File: config.mk
export PLATFORM = sky130hd
export DESIGN_NAME = alu_op_sequencer
export DESIGN_NICKNAME = d
export VERILOG_FILES = /design/src/rtl/alu_seq_pkg.sv /design/src/rtl/alu_seq_datapath.sv /design/src/rtl/bit8_full_adder.sv /design/src/rtl/bit8_manipulator.sv /design/src/rtl/mux2to1.sv /design/src/rtl/alu_op_sequencer.sv
export SDC_FILE = /design/constraint.sdc
export NUM_CORES = 1
export LEC_CHECK = 0
export ABC_AREA = 0
export CAP_MARGIN = 5
export CORE_ASPECT_RATIO = 0.8
export CORE_MARGIN = 10
export CORE_UTILIZATION = 50
export DETAILED_ROUTE_END_ITERATION = 8
export PLACE_DENSITY = 0.75
export SLEW_MARGIN = 40
export SYNTH_ARGS = -nofsm -noshare
export SYNTH_HDL_FRONTEND = slang
export SYNTH_SLANG_ARGS = --single-unit
File: constraint.sdc
create_clock -name clk -period 4.75 [get_ports clk]
set_input_delay 0.95 -clock clk [delete_from_list [all_inputs] [get_ports clk]]
set_output_delay 0.95 -clock clk [all_outputs]
set_load 0.01 [all_outputs]
File: src/rtl/alu_seq_pkg.sv
// Shared opcodes, FSM states and sizing for the ALU op sequencer.
package alu_seq_pkg;
    localparam int DATA_W   = 8;
    localparam int CNT_W    = 3;
    localparam int MUL_ITER = 8;

    localparam logic [2:0] OP_ADD  = 3'b000;
    localparam logic [2:0] OP_SUB  = 3'b001;
    localparam logic [2:0] OP_SHL  = 3'b010;
    localparam logic [2:0] OP_SHR  = 3'b011;
    localparam logic [2:0] OP_ROL  = 3'b100;
    localparam logic [2:0] OP_ROR  = 3'b101;
    localparam logic [2:0] OP_MUL  = 3'b110;
    localparam logic [2:0] OP_PASS = 3'b111;

    typedef enum logic [1:0] {IDLE, EXEC, DONE} state_t;
endpackage

File: src/rtl/alu_seq_datapath.sv
// Operand/working registers plus shared adder and manipulator, stepped by FSM strobes.
// Result registers update on the finish strobe and hold until the next one.
module alu_seq_datapath
    import alu_seq_pkg::*;
(
    input  logic              clk,
    input  logic              rst_n,
    input  logic              load,
    input  logic              step,
    input  logic              finish,
    input  logic [2:0]        in_op,
    input  logic [DATA_W-1:0] in_a,
    input  logic [DATA_W-1:0] in_b,
    output logic              last,
    output logic [15:0]       result,
    output logic              cout,
    output logic              zero
);
    logic [2:0]        op;
    logic [DATA_W-1:0] opa, opb, work, acc;
    logic [CNT_W-1:0]  cnt;

    logic              is_mul, is_sub, is_shift, do_step;
    logic [DATA_W-1:0] add_a, add_b, b_inv, add_sum, man_out, shift_nxt;
    logic              add_cout, man_bit;
    logic [DATA_W:0]   prod;
    logic [DATA_W-1:0] acc_nxt, q_nxt;
    logic [15:0]       res_nxt;
    logic              cout_nxt;

    assign is_mul   = (op == OP_MUL);
    assign is_sub   = (op == OP_SUB);
    assign is_shift = (op >= OP_SHL) && (op <= OP_ROR);
    assign do_step  = (cnt != '0);

    // Adder serves ADD/SUB as A +/- B and MUL as P_hi + A.
    mux2to1 #(.W(DATA_W)) u_mux_a    (.d0(opa),   .d1(acc),  .sel(is_mul), .y(add_a));
    mux2to1 #(.W(DATA_W)) u_mux_binv (.d0(opb),   .d1(~opb), .sel(is_sub), .y(b_inv));
    mux2to1 #(.W(DATA_W)) u_mux_b    (.d0(b_inv), .d1(opa),  .sel(is_mul), .y(add_b));

    bit8_full_adder u_add (
        .a(add_a), .b(add_b), .cin(is_sub), .sum(add_sum), .cout(add_cout)
    );

    // Opcodes 010..101 map to dir_right = op[0], rotate = op[2].
    bit8_manipulator u_man (
        .din(work), .dir_right(op[0]), .rotate(op[2]), .dout(man_out), .bit_out(man_bit)
    );

    mux2to1 #(.W(DATA_W)) u_mux_w (.d0(work), .d1(man_out), .sel(do_step), .y(shift_nxt));

    assign prod    = work[0] ? {add_cout, add_sum} : {1'b0, acc};
    assign acc_nxt = prod[DATA_W:1];
    assign q_nxt   = {prod[0], work[DATA_W-1:1]};

    assign last = is_mul ? (cnt == '0) : (is_shift ? (cnt <= CNT_W'(1)) : 1'b1);

    always_comb begin
        res_nxt  = 16'h0000;
        cout_nxt = 1'b0;
        case (op)
            OP_ADD, OP_SUB: begin
                res_nxt  = {8'h00, add_sum};
                cout_nxt = add_cout;
            end
            OP_SHL, OP_SHR, OP_ROL, OP_ROR: begin
                res_nxt  = {8'h00, shift_nxt};
                cout_nxt = do_step & man_bit;
            end
            OP_MUL:  res_nxt = {acc_nxt, q_nxt};
            default: res_nxt = {8'h00, opa};
        endcase
    end

    always_ff @(posedge clk or negedge rst_n) begin
        if (!rst_n) begin
            op     <= OP_ADD;
            opa    <= '0;
            opb    <= '0;
            work   <= '0;
            acc    <= '0;
            cnt    <= '0;
            result <= '0;
            cout   <= 1'b0;
            zero   <= 1'b0;
        end else begin
            if (load) begin
                op   <= in_op;
                opa  <= in_a;
                opb  <= in_b;
                work <= (in_op == OP_MUL) ? in_b : in_a;
                acc  <= '0;
                cnt  <= (in_op == OP_MUL) ? CNT_W'(MUL_ITER - 1) : in_b[CNT_W-1:0];
            end else if (step) begin
                if (is_mul) begin
                    acc  <= acc_nxt;
                    work <= q_nxt;
                end else if (is_shift) begin
                    work <= shift_nxt;
                end
                if (do_step) cnt <= cnt - 1'b1;
            end
            if (finish) begin
                result <= res_nxt;
                cout   <= cout_nxt;
                zero   <= (res_nxt == 16'h0000);
            end
        end
    end
endmodule

File: src/rtl/bit8_full_adder.sv
// 8-bit ripple-carry adder; combinational, no handshake.
module bit8_full_adder (
    input  logic [7:0] a,
    input  logic [7:0] b,
    input  logic       cin,
    output logic [7:0] sum,
    output logic       cout
);
    logic [8:0] c;

    assign c[0] = cin;
    for (genvar i = 0; i < 8; i++) begin : g_bit
        assign sum[i]  = a[i] ^ b[i] ^ c[i];
        assign c[i+1]  = (a[i] & b[i]) | (c[i] & (a[i] ^ b[i]));
    end
    assign cout = c[8];
endmodule

File: src/rtl/bit8_manipulator.sv
// One-step shift/rotate of an 8-bit word; combinational, no handshake.
module bit8_manipulator (
    input  logic [7:0] din,
    input  logic       dir_right,
    input  logic       rotate,
    output logic [7:0] dout,
    output logic       bit_out
);
    always_comb begin
        if (dir_right) begin
            dout    = {rotate & din[0], din[7:1]};
            bit_out = din[0];
        end else begin
            dout    = {din[6:0], rotate & din[7]};
            bit_out = din[7];
        end
    end
endmodule

File: src/rtl/mux2to1.sv
// Two-input word mux; purely combinational, no handshake.
module mux2to1 #(
    parameter int W = 8
) (
    input  logic [W-1:0] d0,
    input  logic [W-1:0] d1,
    input  logic         sel,
    output logic [W-1:0] y
);
    assign y = sel ? d1 : d0;
endmodule

File: src/rtl/alu_op_sequencer.sv
// Sequences ALU commands over the shared adder/manipulator: 1 cycle for ADD/SUB/PASS,
// max(n,1) for shifts, 8 for MUL; holds the response until rsp_ready, one command at a time.
module alu_op_sequencer
    import alu_seq_pkg::*;
(
    input  logic        clk,
    input  logic        rst_n,
    input  logic        cmd_valid,
    output logic        cmd_ready,
    input  logic [2:0]  cmd_op,
    input  logic [7:0]  cmd_a,
    input  logic [7:0]  cmd_b,
    output logic        rsp_valid,
    input  logic        rsp_ready,
    output logic [15:0] rsp_result,
    output logic        rsp_cout,
    output logic        rsp_zero,
    output logic        busy
);
    state_t state, state_nxt;
    logic   load, step, finish, last;

    always_ff @(posedge clk or negedge rst_n) begin
        if (!rst_n) begin
            state     <= IDLE;
            cmd_ready <= 1'b0;
            rsp_valid <= 1'b0;
        end else begin
            state     <= state_nxt;
            cmd_ready <= (state_nxt == IDLE);
            rsp_valid <= (state_nxt == DONE);
        end
    end

    always_comb begin
        state_nxt = state;
        case (state)
            IDLE:    if (cmd_valid && cmd_ready) state_nxt = EXEC;
            EXEC:    if (last) state_nxt = DONE;
            DONE:    if (rsp_valid && rsp_ready) state_nxt = IDLE;
            default: state_nxt = IDLE;
        endcase
    end

    always_comb begin
        load   = (state == IDLE) && cmd_valid && cmd_ready;
        step   = (state == EXEC);
        finish = (state == EXEC) && last;
        busy   = (state != IDLE);
    end

    alu_seq_datapath u_dp (
        .clk    (clk),
        .rst_n  (rst_n),
        .load   (load),
        .step   (step),
        .finish (finish),
        .in_op  (cmd_op),
        .in_a   (cmd_a),
        .in_b   (cmd_b),
        .last   (last),
        .result (rsp_result),
        .cout   (rsp_cout),
        .zero   (rsp_zero)
    );
endmodule

==> metrics <==
status finished clean; Core ar. about 7300 µm²; Antenna Cells 0; Synth Warn # 0; Net Sw Frac 45.03%; Clk pwr share ~14%; vias between 3000 and 4000; Leak 0.002002 µW; mux contribution to synthesized area ~8.2%; total gr overflow 0; final worst-path cycle share roughly 96%; largest net degree at the start of global routing 61; Worst Path Required 5.00 ns; Fin Hold WS approximately 0.47 ns; DR pass1 iterations 5; area leader, netlist dfrtp_1; Simple-Gate Fraction of Synth Area 23.70%; VDD IR max 414.1 µV; Hold Buf Count CTS 0; endpoints failing setup 0; Flop pwr share 25.5%; largest cells by area after synthesis dfrtp_1, nand2_1, mux2i_1; setup TNS 0 ns; area share of xor/xnor cells in the synthesized design ~2.1%; port buffer count 43; Synth Flop Type dfrtp_1; row count 28; vias in the first global route between 3000 and 4000; Via density 5.850; post-synthesis cell type count 47; IO Count 44; Worst setup SP type register; Clk Latency, worst-skew pair roughly 0.35 ns; Post-Layout Cell Count approximately 560; total nets after synthesis 459; max_cap viols 0; Post-synth ARST share between 90% and 100%; clock slew at reported path FFs around 0.070 ns; initial antenna violation count 0; clock buffer depth 2; Seq cells post-synth 60; pwr dens ~850 nW/µm²; final net count 500; Worst slew margin about half; antenna-violating nets left 0; first-pass GRT wire length between 15000 and 20000 µm; setup slack after placement approximately 0.031 ns; Worst-Margin Slew between 0.7 and 0.8 ns; CP max FO 4; Hold Path Class reg -> reg; Post-synth EDFFs 0; placed wire-length estimate between 7000 and 8000 µm; Final GP Congestion slightly below 0.9; Area Overhead vs Synth 20.94%; All-Layer GR Usage 18.73%; Final Power 3840 µW; initial DRC count 255; commonest non-fill, non-tap cell in the layout nand2_1; Die Width about 120 µm; Final min period between 4 and 5 ns; syn_area_per_cell about 8.8 µm²; Critical Path AT 4.81 ns; # placed instances between 500 and 600; clock root cell clkbuf_8; Post-Synthesis Cells roughly 420; crit end category register; largest family of logic cells by synthesized area simple AND/OR/NAND/NOR gates; die height just under 100 µm; RSZ-0062 raised after global routing yes; CTS Sinks 60; combinational share of power just over 60%; post-synthesis compound-gate area fraction roughly 15%; CTS tree done; H-tree levels 3; sequential fraction of the synthesis area approximately two fifths; Residual DRC 0; critical path type reg -> reg; switching power about 1700 µW; final WL roughly 10000 µm; Fmax achieved roughly 0.22 GHz; commonest cells after routing, fill and taps aside nand2_1, dfrtp_1, clkdlybuf4s50_1; max-slew violations 0; share of cells above drive strength 1 12.79%; Netlist Area Pre-Place ~3700 µm²; final hold viol count 0; initial core utilization ~51%; full die area roughly 11000 µm²; top-area cell type share of the netlist area roughly 40%; Int Power approximately 2100 µW; total CTS buffers 9; Fin Clk Skew roughly 0.014 ns; adder-cell share of the synthesized area between 5 and 6%; final worst slack 0.1830 ns; DR WL/cell around 18 µm
## logic make-up after synthesis
group                      Yosys count
AOI/OAI and AO/OA                   83
and+or+nand+nor                    193
adders and majority gates           13
muxes                               29
buffers and inverters               36
DFF                                 60
xor gates and xnor gates             9
## cell type report
| class | count | area (µm²) |
|---|---|---|
| Inverter | 8 | 30.03 |
| Clock inverter | 5 | 75.07 |
| Tap cell | 90 | 112.6 |
| Sequential cell | 60 | 1501 |
| Clock buffer | 11 | 141.4 |
| Timing Repair Buffer | 58 | 541.8 |
| Multi-Input combinational cell | 327 | 2092 |
| Fill cell | 638 | 2828 |
## stage by stage
stage | util (%) | instance area [µm²]
after floorplan | - | 3751
after global placement | 57.66 | 4222
after detailed placement | 57.67 | 4223
after CTS | 60.63 | 4439
after global routing | 61.38 | 4494
final | 61.38 | 4494
## routing by layer
layer | global-route usage [%] | up-vias | routed length (µm) | share of wire, %
li1 | - | 1556 | - | -
met1 | 27.09 | 1559 | 4952 | 48
met2 | 26.06 | 138 | 4390 | 43
met3 | 5.247 | 17 | 785 | 7.6
met4 | 5.956 | 0 | 151 | 1.5
met5 | 0 | - | 0 | 0
## critical path, stage by stage, from the launching register on
cell	delay [ns]
dfrtp_1	0.42
buf_4	0.15
and3b_1	0.19
nand2_1	0.07
nand2_1	0.07
fa_2	0.36
fa_2	0.35
fa_2	0.35
fa_2	0.36
fa_2	0.35
fa_2	0.35
fa_1	0.36
inv_1	0.09
fa_2	0.21
nor4bb_4	0.27
nand4_1	0.12
nand2_1	0.11
nand3_1	0.09
o41ai_2	0.20
## worst paths after layout
| check | start | slack (ns) | to | cells past startpoint |
|---|---|---|---|---|
| setup / recovery | u_dp.op[1] | 0.18 | u_dp.zero | 18 |
| hold / removal | u_dp.result[1] | 0.47 | u_dp.result[1] | 2 |
| setup reg to reg | u_dp.op[1] | 0.18 | u_dp.zero | 18 |
| hold reg to reg | u_dp.result[1] | 0.47 | u_dp.result[1] | 2 |
| max in group asynchronous | rst_n | 3.68 | u_dp.opa[3] | 2 |
| min in group asynchronous | rst_n | 0.65 | u_dp.result[9] | 2 |
## power groups by stage
stage | Combinational (µW) | Sequential [µW] | Clock, µW
2_1_floorplan | 1560 | 908 | 0
3_3_place_gp | 2180 | 971 | 0
3_5_place_dp | 2210 | 982 | 0
4_1_cts | 2220 | 973 | 525
5_1_grt | 2610 | 1010 | 551
6_report | 2340 | 981 | 517
## flip-flops by register name, indices dropped and copies added, names as in the netlist
register / count
u_dp.op: 3
u_dp.cnt: 3
rsp_valid: 1
u_dp.opa: 8
u_dp.result: 16
u_dp.work: 8
u_dp.zero: 1
u_dp.opb: 8
u_dp.cout: 1
u_dp.acc: 8
cmd_ready: 1
state: 2
## synth_stat cells, types with 2 or more instances
cell type	instances
o21ai_0	30
clkbuf_1	13
nand3b_1	3
a2bb2oi_1	2
o41ai_2	2
o41ai_1	4
nand4_1	2
mux2i_1	19
inv_1	8
buf_1	3
dfrtp_1	60
nand2b_1	3
or2_2	2
buf_2	9
a21oi_1	10
nor3b_1	7
nand3_1	12
a211oi_1	13
and2_1	10
a221oi_1	2
a22o_1	2
ha_1	5
fa_1	8
and3_1	2
mux2_2	8
xnor2_1	9
a31oi_1	3
nor2_1	11
nand2_1	121
buf_6	2
nor3_1	7
or3_1	6
nor4_1	2
o31ai_1	10
## timing repair
action	CTS	global route
setup buffers	0	3
setup endpoints to repair	0	2
gates resized for setup	0	8
(Power assumes the default switching activity.)
